===== config.mk =====
export PLATFORM = sky130hd
export DESIGN_NAME = spi_adc_responder
export DESIGN_NICKNAME = d
export VERILOG_FILES = /design/src/rtl/spi_adc_responder_pkg.sv /design/src/rtl/spi_adc_responder_pin_sync.sv /design/src/rtl/spi_adc_responder.sv
export SDC_FILE = /design/constraint.sdc
export NUM_CORES = 1
export LEC_CHECK = 0
export ABC_AREA = 1
export ABC_CLOCK_PERIOD_IN_PS = 4500
export CORE_UTILIZATION = 56
export DETAILED_ROUTE_END_ITERATION = 10
export PLACE_DENSITY = 0.82
export SYNTH_ARGS = -nofsm -noshare
export SYNTH_HDL_FRONTEND = slang
export SYNTH_SLANG_ARGS = --single-unit
export TNS_END_PERCENT = 20

===== constraint.sdc =====
create_clock -name SYS_CLK -period 4.5 [get_ports SYS_CLK]
set_input_delay 0.9 -clock SYS_CLK [delete_from_list [all_inputs] [get_ports SYS_CLK]]
set_output_delay 0.9 -clock SYS_CLK [all_outputs]
set_load 0.005 [all_outputs]

===== src/rtl/spi_adc_responder_pkg.sv =====
// Shared constants and FSM encoding for the SPI ADC responder.
package spi_adc_responder_pkg;

  // Frame length: width of the command word and the returned sample
  localparam int SPI_BITS   = 16;

  // Field positions inside the command word
  localparam int CMD_CH_LSB = 7;
  localparam int CMD_EN_BIT = 11;

  // Responder FSM encoding
  typedef enum logic [1:0] {
    ST_IDLE  = 2'd0,
    ST_SHIFT = 2'd1,
    ST_DONE  = 2'd2
  } spi_state_e;

endpackage


===== src/rtl/spi_adc_responder_pin_sync.sv =====
// Synchronizer for one asynchronous SPI pin, with rise/fall pulses.
// Edge pulses are held off until the pipeline has filled after reset.
// A pin that is already away from its reset value at reset release then
// settles quietly instead of producing a false edge.
module spi_pin_sync #(
  parameter int   STAGES  = 2,
  parameter logic RST_VAL = 1'b0
) (
  input  logic i_clk,
  input  logic i_rst_n,
  input  logic i_pin,
  output logic o_level,
  output logic o_rise,
  output logic o_fall
);

  logic [STAGES-1:0] r_sync;
  logic              r_prev;
  logic [STAGES:0]   r_fill;
  logic              w_armed;

  // Synchronizer chain, previous-value register and post-reset fill tracker
  always_ff @(posedge i_clk or negedge i_rst_n) begin
    if (!i_rst_n) begin
      r_sync <= {STAGES{RST_VAL}};
      r_prev <= RST_VAL;
      r_fill <= '0;
    end else begin
      r_sync <= {r_sync[STAGES-2:0], i_pin};
      r_prev <= r_sync[STAGES-1];
      r_fill <= {r_fill[STAGES-1:0], 1'b1};
    end
  end

  assign w_armed = r_fill[STAGES];
  assign o_level = r_sync[STAGES-1];
  assign o_rise  = w_armed &  r_sync[STAGES-1] & ~r_prev;
  assign o_fall  = w_armed & ~r_sync[STAGES-1] &  r_prev;

endmodule


===== src/rtl/spi_adc_responder.sv =====
// SPI mode-0 slave standing in for an external ADC: takes a command word on
// MOSI and returns SAMPLE_DATA on MISO, MSB first. All SPI pins are
// oversampled in the SYS_CLK domain.
module spi_adc_responder
  import spi_adc_responder_pkg::*;
#(
  parameter int BITS        = SPI_BITS,
  parameter int SYNC_STAGES = 2,
  parameter int CH_LSB      = CMD_CH_LSB
) (
  input  logic            SYS_CLK,
  input  logic            RSTbar,
  input  logic            SCK,
  input  logic            CSbar,
  input  logic            MOSI,
  input  logic [BITS-1:0] SAMPLE_DATA,
  output logic            MISO,
  output logic            MISO_OE,
  output logic [BITS-1:0] CMD,
  output logic [1:0]      CH,
  output logic            CMD_VALID,
  output logic            FRAME_ERR,
  output logic [15:0]     FRAME_CNT,
  output logic            BUSY,
  output spi_state_e      o_state
);

  localparam int              CW       = $clog2(BITS + 1);
  localparam logic [CW-1:0]   LAST_BIT = CW'(BITS - 1);

  // Synchronized pin levels and edge pulses
  logic w_sck_level, w_sck_rise, w_sck_fall;
  logic w_cs_level,  w_cs_rise,  w_cs_fall;
  logic w_mosi,      w_mosi_rise, w_mosi_fall;
  logic w_unused;

  spi_pin_sync #(.STAGES(SYNC_STAGES), .RST_VAL(1'b0)) u_sync_sck (
    .i_clk   (SYS_CLK),
    .i_rst_n (RSTbar),
    .i_pin   (SCK),
    .o_level (w_sck_level),
    .o_rise  (w_sck_rise),
    .o_fall  (w_sck_fall)
  );

  spi_pin_sync #(.STAGES(SYNC_STAGES), .RST_VAL(1'b1)) u_sync_cs (
    .i_clk   (SYS_CLK),
    .i_rst_n (RSTbar),
    .i_pin   (CSbar),
    .o_level (w_cs_level),
    .o_rise  (w_cs_rise),
    .o_fall  (w_cs_fall)
  );

  spi_pin_sync #(.STAGES(SYNC_STAGES), .RST_VAL(1'b0)) u_sync_mosi (
    .i_clk   (SYS_CLK),
    .i_rst_n (RSTbar),
    .i_pin   (MOSI),
    .o_level (w_mosi),
    .o_rise  (w_mosi_rise),
    .o_fall  (w_mosi_fall)
  );

  // Levels/edges that the responder has no use for
  assign w_unused = &{1'b0, w_sck_level, w_cs_level, w_mosi_rise, w_mosi_fall};

  // State and datapath registers
  spi_state_e        r_state;
  spi_state_e        w_state_next;
  logic [BITS-1:0]   r_tx;
  logic [BITS-2:0]   r_rx;
  logic [CW-1:0]     r_bit_cnt;
  logic [BITS-1:0]   r_cmd;
  logic [1:0]        r_ch;
  logic              r_cmd_valid;
  logic              r_frame_err;
  logic [15:0]       r_frame_cnt;

  // FSM control strobes
  logic              w_load;
  logic              w_rx_shift;
  logic              w_tx_shift;
  logic              w_complete;
  logic              w_err;
  logic [BITS-1:0]   w_rx_next;

  assign w_rx_next = {r_rx, w_mosi};

  // FSM state register
  always_ff @(posedge SYS_CLK or negedge RSTbar) begin
    if (!RSTbar) begin
      r_state <= ST_IDLE;
    end else begin
      r_state <= w_state_next;
    end
  end

  // Next-state and control strobes; a completing rise wins over a
  // simultaneous CSbar rise, and SCK edges outside SHIFT are dropped
  always_comb begin
    w_state_next = r_state;
    w_load       = 1'b0;
    w_rx_shift   = 1'b0;
    w_tx_shift   = 1'b0;
    w_complete   = 1'b0;
    w_err        = 1'b0;
    case (r_state)
      ST_IDLE: begin
        if (w_cs_fall) begin
          w_load       = 1'b1;
          w_state_next = ST_SHIFT;
        end
      end
      ST_SHIFT: begin
        w_rx_shift = w_sck_rise;
        w_tx_shift = w_sck_fall;
        if (w_sck_rise && (r_bit_cnt == LAST_BIT)) begin
          w_complete   = 1'b1;
          w_state_next = w_cs_rise ? ST_IDLE : ST_DONE;
        end else if (w_cs_rise) begin
          w_err        = 1'b1;
          w_state_next = ST_IDLE;
        end
      end
      ST_DONE: begin
        if (w_cs_rise) begin
          w_state_next = ST_IDLE;
        end
      end
      default: begin
        w_state_next = ST_IDLE;
      end
    endcase
  end

  // Shift registers and bit counter
  always_ff @(posedge SYS_CLK or negedge RSTbar) begin
    if (!RSTbar) begin
      r_tx      <= '0;
      r_rx      <= '0;
      r_bit_cnt <= '0;
    end else if (w_load) begin
      r_tx      <= SAMPLE_DATA;
      r_rx      <= '0;
      r_bit_cnt <= '0;
    end else begin
      if (w_tx_shift) begin
        r_tx <= {r_tx[BITS-2:0], 1'b0};
      end
      if (w_rx_shift) begin
        r_rx      <= w_rx_next[BITS-2:0];
        r_bit_cnt <= r_bit_cnt + CW'(1);
      end
    end
  end

  // Command capture, status pulses and frame counter
  always_ff @(posedge SYS_CLK or negedge RSTbar) begin
    if (!RSTbar) begin
      r_cmd       <= '0;
      r_ch        <= '0;
      r_cmd_valid <= 1'b0;
      r_frame_err <= 1'b0;
      r_frame_cnt <= '0;
    end else begin
      r_cmd_valid <= w_complete;
      r_frame_err <= w_err;
      if (w_complete) begin
        r_cmd       <= w_rx_next;
        r_ch        <= w_rx_next[CH_LSB+1:CH_LSB];
        r_frame_cnt <= r_frame_cnt + 16'd1;
      end
    end
  end

  // MISO only carries data while shifting; DONE and IDLE drive 0
  assign MISO      = (r_state == ST_SHIFT) & r_tx[BITS-1];
  assign MISO_OE   = (r_state != ST_IDLE);
  assign BUSY      = (r_state == ST_SHIFT);
  assign CMD       = r_cmd;
  assign CH        = r_ch;
  assign CMD_VALID = r_cmd_valid;
  assign FRAME_ERR = r_frame_err;
  assign FRAME_CNT = r_frame_cnt;
  assign o_state   = r_state;

endmodule


==> metrics.sh <==
RUN_STATUS='finished, final reports clean'
PATH_MAX_FANOUT=19
CTS_MAX_PATH_BUFFERS=2
POST-ROUTE-MIN-PERIOD_PS=2680
POST_ROUTE_CELLS_DRIVE_ABOVE_1_SHARE_PCT=6.54
PLACEMENT.SETUP.WORST_SLACK_PS=2110
SHARE_COMB_OF_TOTAL_POWER_PCT=12.5
TIMING.CRITICAL_PATH.FROM_TYPE='register'
FINALCLOCKSKEW_PS=10.8
CTSRESIZECOUNT=0
WORST_EP_REQUIRED_TIME_PS=3600
CELL_INTERNAL_POWER_mW=1.11
GRT_ANTENNA_BEFORE_REPAIR=0
SYNTHCELLS=396
WORST_HOLD_SLACK_PS=344
ACHIEVABLE-FREQUENCY_GHz=0.373
LARGEST_NET_DEGREE_AT_THE_START_OF_GLOBAL_ROUTING=84
CTS_NUM_SINKS=83
TIMING.CRITICAL_PATH.SLOWEST_STAGE_CELL='sky130_fd_sc_hd__clkdlybuf4s50_1'
DETAIL_ROUTE.WIRELENGTH_UM=7080
IO_PINS=62
YOSYSTOPAREACELLSHARE_PCT=56.9
CRITPATHCAPTURETYPE='primary output'
CLOCKPOWERSHARE_PCT=29.9
P_SEQ_SHARE_PCT=57.6
SLEW_VIOL_FINAL=0
TIMING.HOLD.WORST.CLASS='reg -> reg'
GRT_SETUP_UNREPAIRED='false'
VIAS=2863
NUMBER_OF_BUFFERS_CREATED_BY_CTS=9
ARRIVAL_TIME_AT_THE_WORST_ENDPOINT_PS=1780
TIMING.FINAL.WS_SETUP_PS=1820
CLOCK_TREE_FROM_TRITONCTS='built'
SYNTH_SEQ_CELLS=83
FP.DIEW_UM=81.3
SYNTH_SEQUENTIAL_AREA_RATIO_PCT=59.1
SYN_AVG_CELL_AREA_UM2=8.89
PERIOD_SHARE_PCT=59.6
CLOCK_INSERTION_DELAY_WORST_SKEW_PS=340
FIRST_GLOBAL_VIAS=2505
POST_LAYOUT_NONFILLER_INSTANCES=534
FINALINSTANCEAREA_UM2=4310
DRTANTENNAVIOLNETS=0
DRC=0
SYNTHTOPCELLSBYAREA='sky130_fd_sc_hd__dfrtp_1 57%, sky130_fd_sc_hd__nand2_1 12%, sky130_fd_sc_hd__nand3_1 8.1%'
CTSHTREEMAXLEVEL=3
CRIT_TYPE='reg -> out'
DETAILEDROUTE.FIRSTITERATIONVIOLATIONS=170
VDD_IR_DROP_MAX_V=0.000339
FLOW.AREA_GROWTH_FROM_SYNTHESIS_PCT=22.3
POWER.DENSITY_nW_PER_UM2=353
FINALNETCOUNT=478
CRIT_PATH_CELL_TRACE='nor2_4, clkdlybuf4s50_1'
DPL.CELL_COUNT=518
TIMING.SETUP.TNS_PS=0
WL_PER_CELL_UM=13.3
SLOWEST_DELAY_PS=590
STARTING_DENSITY_OF_THE_CORE_PCT=58.8
DRT_PRE_ANTENNA_ITERS=4
PATH_CLK_SLEW_PS=80
MAPPEDNETLISTAREA_UM2=3520
TOTAL_SWITCHING_POWER_uW=409
FLOORPLAN.DIE.HEIGHT_UM=81.3
TIMING_HOLD_VIOLATIONS_FINAL=0
DIODES=0
PLACEMENT.IO_BUFFERS=61
FINALSETUPVIOLCOUNT=0
TIMING_WORST_SLEW_PIN_VALUE_PS=980
FLOORPLAN.DIE_AREA_UM2=6610
FP-ROW-COUNT=28
DRV_CAP=0
SYNTH_TOP_AREA_CELL='sky130_fd_sc_hd__dfrtp_1'
YOSYSWARNINGS=0
PLACEABLECOREAREA_UM2=5990
POSTSYNTHNETCOUNT=420
GRT_PASS1_WL_UM=11100
HPWLAFTERDP_UM=4800
VIASPERCELL=5.36
GLOBALPLACE.CONGESTION=0.842
CTS_HOLD_BUFFERS=0
SWITCHING_PART_OF_THE_TOTAL_PCT=26.9
POST_CTS_SETUP_DRIVEN_BUFFER_INSERTION_COUNT=0
POWER.LEAKAGE_nW=1.96
MAXSLEWHEADROOM_PCT=34.6
CTS_ROOT_BUF='sky130_fd_sc_hd__clkbuf_8'
GLOBALROUTEOVERFLOWTOTAL=0
POSTPLACECELLAREA_UM2=4140
YOSYS.CELL_TYPES.COUNT=27
GLOBALROUTETOTALUTIL_PCT=22.8
[per-layer routing]
layer	share of wire, %	track usage (%)	vias to the layer above	routed length, um
met1	46	29.4	1368	3260
met2	47	36.9	93	3360
met4	2.2	10.9	0	155
met5	0	0	-	0
met3	4.3	4.61	13	302
li1	-	-	1389	-
[logic make-up after synthesis]
group | count (synthesis) | share of synthesized area, %
AND/OR/NAND/NOR | 215 | 26.6
flip-flops | 83 | 59.1
buffers and inverters | 51 | 6.22
AO/OA/AOI/OAI | 38 | 5.69
XOR/XNOR | 5 | 1.24
adder cells (fa/ha/maj) | 3 | 1.07
other | 1 | 0.107
[placed cells by master, fill, tap and decap left out, drive strengths merged, types with 4 or more instances in the layout]
master,netlist,layout
clkbuf,3,12
clkdlybuf4s50,0,60
dfrtp,80,80
inv,37,37
nand2,115,115
nand3,58,58
nand4,4,4
nor2,32,32
nor3,4,4
o21ai,27,27
o22ai,8,8
[power groups by stage]
| stage | combinational, mW | sequential (mW) | clock, mW |
|---|---|---|---|
| after global routing | 0.218 | 0.883 | 0.491 |
| after detailed placement | 0.192 | 0.886 | 0 |
| after floorplan | 0.117 | 0.876 | 0 |
| after CTS | 0.192 | 0.873 | 0.464 |
| after global placement | 0.184 | 0.883 | 0 |
| final | 0.190 | 0.875 | 0.454 |
[worst max-delay path: cells and delay by family, from the launching register on]
kind                   cells  cell delay (ps)
buffers and inverters      1              590
flip-flops                 1              440
AND/OR/NAND/NOR            1              410
[final cells by class]
cell class	count	area, um2
Clock buffer	12	135
Clock inverter	4	27.5
Fill cell	454	1690
Inverter	37	139
Multi-Input combinational cell	262	1220
Sequential cell	83	2080
Tap cell	75	93.8
Timing Repair Buffer	61	608
[synthesized netlist by cell type]
master and count:
sky130_fd_sc_hd__nor2_4 1, sky130_fd_sc_hd__buf_6 1, sky130_fd_sc_hd__dfstp_2 3, sky130_fd_sc_hd__nand3_1 57
sky130_fd_sc_hd__nand3b_1 1, sky130_fd_sc_hd__xnor2_1 3, sky130_fd_sc_hd__o21ai_1 10, sky130_fd_sc_hd__nand3_2 1
sky130_fd_sc_hd__nor2_2 7, sky130_fd_sc_hd__ha_1 3, sky130_fd_sc_hd__buf_2 7, sky130_fd_sc_hd__inv_2 2
sky130_fd_sc_hd__xor2_1 2, sky130_fd_sc_hd__conb_1 1, sky130_fd_sc_hd__nand2_1 113, sky130_fd_sc_hd__nand4_1 4
sky130_fd_sc_hd__nor3_1 4, sky130_fd_sc_hd__inv_1 35, sky130_fd_sc_hd__dfrtp_1 80, sky130_fd_sc_hd__nand2_2 2
sky130_fd_sc_hd__clkbuf_1 3, sky130_fd_sc_hd__o21ai_0 17, sky130_fd_sc_hd__nor2_1 24, sky130_fd_sc_hd__a21oi_1 3
sky130_fd_sc_hd__and3_1 1, sky130_fd_sc_hd__buf_4 3, sky130_fd_sc_hd__o22ai_1 8
[sequential cells by signal, summed over array words and instances (netlist names)]
name                cells
FRAME_CNT              16
u_sync_cs.r_fill        3
r_rx                   15
u_sync_cs.r_prev        1
u_sync_sck.r_sync       2
u_sync_sck.r_prev       1
u_sync_cs.r_sync        2
u_sync_mosi.r_sync      2
r_bit_cnt               5
FRAME_ERR               1
r_tx                   16
o_state                 2
CMD                    16
CMD_VALID               1
[through the flow]
step / total power, mW / utilization (%)
global placement: 1.07 / 69.2
detailed placement: 1.08 / 69.2
global route: 1.59 / 71.9
CTS: 1.53 / 71.9
finish: 1.52 / 71.9
floorplan: 0.994 / -
[final timing paths]
path	from	end	slack, ps	cells past startpoint
setup / recovery	o_state[1]	BUSY	1820	2
hold / removal	u_sync_cs.r_fill[1]	u_sync_cs.r_fill[2]	340	0
setup reg to reg	r_bit_cnt[0]	FRAME_CNT[11]	2090	8
hold reg to reg	u_sync_cs.r_fill[1]	u_sync_cs.r_fill[2]	340	0
max in group asynchronous	RSTbar	r_rx[12]	3150	1
min in group asynchronous	RSTbar	FRAME_CNT[4]	710	1
Power figures use the tool's default switching activity.
